### src/rtl/cla_pkg.sv
// Shared constants and helpers for the pipelined carry-lookahead adder/subtractor.
package cla_pkg;

  localparam logic [1:0] OP_ADD = 2'b00;
  localparam logic [1:0] OP_SUB = 2'b01;
  localparam logic [1:0] OP_ADC = 2'b10;
  localparam logic [1:0] OP_SBB = 2'b11;

  localparam int unsigned GROUP_W = 4;

  // Borrow-in for SBB is ~cin, which after inverting B becomes a carry-in of cin.
  function automatic logic carry_in(logic [1:0] op, logic cin);
    logic c0;
    unique case (op)
      OP_ADD:  c0 = 1'b0;
      OP_SUB:  c0 = 1'b1;
      OP_ADC:  c0 = cin;
      default: c0 = cin;
    endcase
    return c0;
  endfunction

endpackage

### src/rtl/cla4_lookahead.sv
// 4-wide carry-lookahead unit: bit carries plus group generate/propagate.
module cla4_lookahead (
  input  logic [3:0] g_i,
  input  logic [3:0] p_i,
  input  logic       ci_i,
  output logic [3:0] c_o,
  output logic       gg_o,
  output logic       pg_o,
  output logic       co_o
);

  always_comb begin
    c_o[0] = ci_i;
    c_o[1] = g_i[0] | (p_i[0] & ci_i);
    c_o[2] = g_i[1] | (p_i[1] & g_i[0]) | (p_i[1] & p_i[0] & ci_i);
    c_o[3] = g_i[2] | (p_i[2] & g_i[1]) | (p_i[2] & p_i[1] & g_i[0])
           | (p_i[2] & p_i[1] & p_i[0] & ci_i);
    gg_o   = g_i[3] | (p_i[3] & g_i[2]) | (p_i[3] & p_i[2] & g_i[1])
           | (p_i[3] & p_i[2] & p_i[1] & g_i[0]);
    pg_o   = &p_i;
    co_o   = gg_o | (pg_o & ci_i);
  end

endmodule

### src/rtl/cla_addsub_pipe.sv
// Two-stage pipelined CLA adder/subtractor with valid/ready on both sides.
// S1 holds conditioned operands as g/p; S2 holds the result and flags.
module cla_addsub_pipe
  import cla_pkg::*;
#(
  parameter int unsigned WIDTH = 32
) (
  input  logic             clk,
  input  logic             rst,
  input  logic             in_valid,
  output logic             in_ready,
  input  logic [WIDTH-1:0] a,
  input  logic [WIDTH-1:0] b,
  input  logic [1:0]       op,
  input  logic             cin,
  output logic             out_valid,
  input  logic             out_ready,
  output logic [WIDTH-1:0] sum,
  output logic             cout,
  output logic             ovf,
  output logic             zero
);

  localparam int unsigned NumGrp = WIDTH / GROUP_W;
  localparam int unsigned NumBlk = (NumGrp + 3) / 4;

  if ((WIDTH % GROUP_W) != 0 || WIDTH < GROUP_W) begin : g_width_check
    $error("cla_addsub_pipe: WIDTH must be a multiple of 4 and at least 4");
  end

  logic             s1_en, s2_en;
  logic             s1_valid_q, s2_valid_q;
  logic [WIDTH-1:0] s1_g_q, s1_p_q;
  logic             s1_c0_q;
  logic [WIDTH-1:0] b_eff, g_d, p_d;
  logic             c0_d;
  logic [WIDTH-1:0] carry, sum_d;
  logic             cout_d, ovf_d, zero_d;
  logic [WIDTH-1:0] sum_q;
  logic             cout_q, ovf_q, zero_q;

  assign s2_en    = !s2_valid_q || out_ready;
  assign s1_en    = !s1_valid_q || s2_en;
  assign in_ready = s1_en;

  always_comb begin
    b_eff = b ^ {WIDTH{op[0]}};
    g_d   = a & b_eff;
    p_d   = a ^ b_eff;
    c0_d  = carry_in(op, cin);
  end

  always_ff @(posedge clk) begin
    if (rst) begin
      s1_valid_q <= 1'b0;
    end else if (s1_en) begin
      s1_valid_q <= in_valid;
    end
  end

  always_ff @(posedge clk) begin
    if (s1_en && in_valid) begin
      s1_g_q  <= g_d;
      s1_p_q  <= p_d;
      s1_c0_q <= c0_d;
    end
  end

  // Level 1: one lookahead per 4-bit group; its carry-in comes from level 2.
  for (genvar j = 0; j < NumGrp; j++) begin : g_grp
    logic [3:0] c;
    logic       ci, gg, pg, co;
    logic       unused_co;

    assign ci        = g_blk[j / 4].c[j % 4];
    assign unused_co = co;

    cla4_lookahead u_la (
      .g_i  (s1_g_q[4*j +: 4]),
      .p_i  (s1_p_q[4*j +: 4]),
      .ci_i (ci),
      .c_o  (c),
      .gg_o (gg),
      .pg_o (pg),
      .co_o (co)
    );

    assign carry[4*j +: 4] = c;
  end

  // Level 2: lookahead across up to four groups per 16-bit block; blocks ripple.
  // Missing lanes of a partial block propagate (p=1, g=0) so co stays exact.
  for (genvar bk = 0; bk < NumBlk; bk++) begin : g_blk
    logic [3:0] gv, pv, c;
    logic       ci, gg, pg, co;
    logic       unused_gp;

    for (genvar k = 0; k < 4; k++) begin : g_lane
      if (bk * 4 + k < NumGrp) begin : g_real
        assign gv[k] = g_grp[bk*4 + k].gg;
        assign pv[k] = g_grp[bk*4 + k].pg;
      end else begin : g_pad
        assign gv[k] = 1'b0;
        assign pv[k] = 1'b1;
      end
    end

    if (bk == 0) begin : g_first
      assign ci = s1_c0_q;
    end else begin : g_chain
      assign ci = g_blk[bk-1].co;
    end

    assign unused_gp = gg ^ pg;

    cla4_lookahead u_la (
      .g_i  (gv),
      .p_i  (pv),
      .ci_i (ci),
      .c_o  (c),
      .gg_o (gg),
      .pg_o (pg),
      .co_o (co)
    );
  end

  always_comb begin
    sum_d  = s1_p_q ^ carry;
    cout_d = g_blk[NumBlk-1].co;
    ovf_d  = carry[WIDTH-1] ^ cout_d;
    zero_d = (sum_d == '0);
  end

  always_ff @(posedge clk) begin
    if (rst) begin
      s2_valid_q <= 1'b0;
      sum_q      <= '0;
      cout_q     <= 1'b0;
      ovf_q      <= 1'b0;
      zero_q     <= 1'b0;
    end else if (s2_en) begin
      s2_valid_q <= s1_valid_q;
      if (s1_valid_q) begin
        sum_q  <= sum_d;
        cout_q <= cout_d;
        ovf_q  <= ovf_d;
        zero_q <= zero_d;
      end
    end
  end

  assign out_valid = s2_valid_q;
  assign sum       = sum_q;
  assign cout      = cout_q;
  assign ovf       = ovf_q;
  assign zero      = zero_q;

endmodule

### config.mk
export PLATFORM = sky130hd
export DESIGN_NAME = cla_addsub_pipe
export DESIGN_NICKNAME = d
export VERILOG_FILES = /design/src/rtl/cla_pkg.sv /design/src/rtl/cla4_lookahead.sv /design/src/rtl/cla_addsub_pipe.sv
export SDC_FILE = /design/constraint.sdc
export NUM_CORES = 1
export LEC_CHECK = 0
export BUFFER_PORTS_ARGS = -buffer_cell sky130_fd_sc_hd__buf_4
export CAP_MARGIN = 30
export CORE_ASPECT_RATIO = 1.2
export CORE_UTILIZATION = 37
export DETAILED_ROUTE_END_ITERATION = 16
export HOLD_SLACK_MARGIN = 0.06
export SLEW_MARGIN = 20
export SYNTH_ARGS = -nofsm -noshare
export SYNTH_HDL_FRONTEND = slang
export SYNTH_SLANG_ARGS = --single-unit
### constraint.sdc
create_clock -name clk -period 3.6 [get_ports clk]
set_clock_uncertainty 0.15 [all_clocks]
set_input_delay 0.72 -clock clk [delete_from_list [all_inputs] [get_ports clk]]
set_output_delay 0.72 -clock clk [all_outputs]
set_load 0.01 [all_outputs]
==> reports/qor.csv <==
stage,metric,value,unit
detailed_routing,iteration count of the initial detailed-routing pass,6,
clock_tree,clock sinks,102,
layout,P&R area growth vs syn,33.8,%
hold_path,Hold Crit Start,sum[11],
grt,vias in the first global route,4077,
layout,# fillers,1266,
clock_tree,H-tree depth,3,
clock_tree,Worst-path clk slew,0.07,ns
layout,Util after Layout,50.7,%
synthesis,Mean Syn Cell Area,10.9,sq um
detailed_routing,Routed Wire Length,12400,um
timing,Setup TNS,-0.148,ns
synthesis,dominant register cell in the synthesized netlist,edfxtp_1,
layout,fin nets,755,
detailed_routing,DR vias,4138,
die,Die Ht,132,um
synthesis,synth unique cells,58,
detailed_routing,Routed WL per cell,15.1,um
job,max capacitance violation total,0,
layout,share of layout cells above drive strength 1,32.0,%
status,status,"finished, violations left",
timing,slew margin rel.,39.0,%
grt,initial antenna violation count,0,
pwr,worst vdd ir,0.216,mV
grt,first-pass GRT wire length,19800,um
worst_setup_path,r2r startpoint,s1_p_q[3],
worst_setup_path,slowest CP cell,edfxtp_1,
pwr,Pwr Density,435,nW/um^2
layout,Ant. Diodes,0,
timing,setup repair after global routing missed its margin,yes,
synthesis,largest cells by area after synthesis,"edfxtp_1 (37%), dfxtp_1 (14%), ha_1 (9.6%), xor2_1 (5.7%), nand2_1 (4.8%)",
timing,final worst setup slack,-0.148,ns
timing,Final period util,104,%
worst_setup_path,CP Launch Type,flip-flop,
timing,Final min period,3.75,ns
die,die area,14600,sq um
die,Top Ports,108,
worst_setup_path,Worst path max stage delay,0.44,ns
synthesis,number of synthesized flops with an enable pin,65,
detailed_routing,DR vias/cell,5.05,
placed_design,port bufs,107,
detailed_routing,post-route antenna net violation count,0,
timing,WHS,0.305,ns
worst_setup_path,Worst EP required,3.72,ns
worst_setup_path,crit path DAT,3.87,ns
die,Core Region,13800,sq um
synthesis,ys async rst share,0,%
timing,Fin. Hold Viols,0,
clock_tree,Root Buffer,clkbuf_16,
clock_tree,CTS Hold Bufs,0,
placed_design,HPWL after detailed placement,9660,um
timing,fmax,267,MHz
worst_setup_path,crit path launch,s1_p_q[3],
synthesis,"area leader, netlist",edfxtp_1,
placed_design,Final Wtd Congestion,0.839,
clock_tree,worst-skew pair later-pin latency,0.34,ns
hold_path,worst hold path class,reg2reg,
die,row count,47,
detailed_routing,initial DRC count,222,
synthesis,Yosys top cell area share,37.5,%
grt,largest net degree at the start of global routing,39,
detailed_routing,Post-route DRC,0,
worst_setup_path,crit-path most repeated cell,or4_1,
die,starting density of the core,37.9,%
synthesis,synth warn,0,
clock_tree,CTS tree,yes,
clock_tree,Longest Clk Path Bufs,2,
worst_setup_path,crit-path cells,and2_4 > a211oi_4 > a21boi_2 > buf_4 > o211ai_1 > nand2_1 > ha_1 > or4_1 > nor3_2 > nand4_1 > a21oi_2 > o311a_1 > o2111ai_1 > or4_1 > o31ai_2,
timing,fin. max-slew vios,0,
die,Die X-Extent,110,um
layout,"commonest non-fill, non-tap cells in the layout","buf_4 (169), nand2_1 (66), edfxtp_1 (65)",
timing,Slew @ Worst Pin,0.915,ns
pwr,Static Leak,0.00298,uW
clock_tree,number of CTS-inserted buffers,9,
worst_setup_path,critical path type,reg2reg,
status,violated checks,setup timing,
grt,GRT overflow,0,
worst_setup_path,endpoint type of the worst setup path,flip-flop,
synthesis,Syn Nets,590,
synthesis,Cells after Synth,479,
timing,Setup-failing EPs final,1,
worst_setup_path,CP max FO,4,
synthesis,Mapped Area,5210,sq um
synthesis,sequential fraction of the synthesis area,51.7,%
layout,"most common cell after layout, fill and taps aside",buf_4,
synthesis,Synth Register Bits,102,
grt,Total Routing Usage GR,18.0,%
-- cell type report --
cell class | count | area (sq um) | share of cell area [%]
clock buffers | 10 | 229 | 3.28
well taps | 171 | 214 | 3.07
clock inverters | 6 | 52.6 | 0.753
multi-input cells | 357 | 2490 | 35.7
inverters | 4 | 15.0 | 0.215
repair buffers | 170 | 1280 | 18.4
flip-flops and latches | 102 | 2690 | 38.6
-- registers in the layout, summed over array words and instances, names as in the netlist --
signal,count
sum,32
out_valid,1
cout,1
s1_valid_q,1
g_blk.ci,1
s1_p_q,32
s1_g_q,32
zero,1
ovf,1
-- cell usage after synthesis, types with 5 or more instances --
cell / n
a21o_1: 13
a21oi_1: 47
and3_1: 5
buf_1: 7
clkbuf_1: 8
dfxtp_1: 37
edfxtp_1: 65
ha_1: 40
nand2_1: 66
nand3_1: 9
nand4_1: 6
nor2_1: 27
nor2b_1: 6
nor3_1: 13
nor4_1: 6
o211ai_1: 5
o21ai_0: 6
or3_1: 7
xnor2_1: 13
xor2_1: 34
-- worst max-delay path: cells and delay by family, from the launching register on --
kind	cells	cell delay, ns
fa+ha+maj	1	0.32
buf+inv	1	0.14
simple gates	6	1.47
compound gates	7	1.14
flops	1	0.44
-- stage by stage --
stage | setup slack (ns) | instance area (sq um) | cells | total power (uW)
final | -0.148 | 6970 | 820 | 3040
after CTS | -0.167 | 6950 | 818 | 3070
after floorplan | 0.00739 | 5250 | 479 | 1800
after global routing | -0.420 | 6970 | 820 | 3180
after detailed placement | -0.268 | 6630 | 799 | 2120
after global placement | -0.108 | 6630 | 799 | 2110
-- worst paths after layout --
| check | to | slack (ns) | depth (start not counted) |
|---|---|---|---|
| worst min-delay path | sum[11] | 0.30 | 2 |
| worst max-delay path | zero | -0.15 | 15 |
| worst max register to register | zero | -0.15 | 15 |
| worst min register to register | sum[11] | 0.30 | 2 |
-- kinds of logic after synthesis --
logic type | after synthesis | share of synthesized area, %
XOR/XNOR | 47 | 7.90
multiplexers | 2 | 0.408
AND/OR/NAND/NOR | 162 | 14.8
flip-flops | 102 | 51.7
adder cells (fa/ha/maj) | 40 | 9.60
AO/OA/AOI/OAI | 106 | 14.1
buffers and inverters | 20 | 1.58
-- per-layer routing --
| layer | global-route usage (%) | share of wire (%) | wire length, um | up-vias |
|---|---|---|---|---|
| met2 | 31.0 | 50 | 6240 | 91 |
| li1 | - | - | - | 2091 |
| met4 | 6.58 | 2.2 | 272 | 0 |
| met1 | 22.5 | 44 | 5480 | 1939 |
| met3 | 2.87 | 3.3 | 405 | 17 |
| met5 | 0 | 0 | 0 | - |
-- repair_timing --
item / 4_1_cts / 5_1_grt
resized for setup: 4 / 0
setup endpoints to repair: 1 / 1
buffers inserted: 3 / 1
pin swaps: 7 / 3
-- power by group --
group | total (uW) | switching, uW | internal [uW]
Combinational | 668 | 335 | 332
Clock | 931 | 401 | 531
Sequential | 1440 | 68.5 | 1370
No activity file was read; power rests on OpenSTA's default activity.
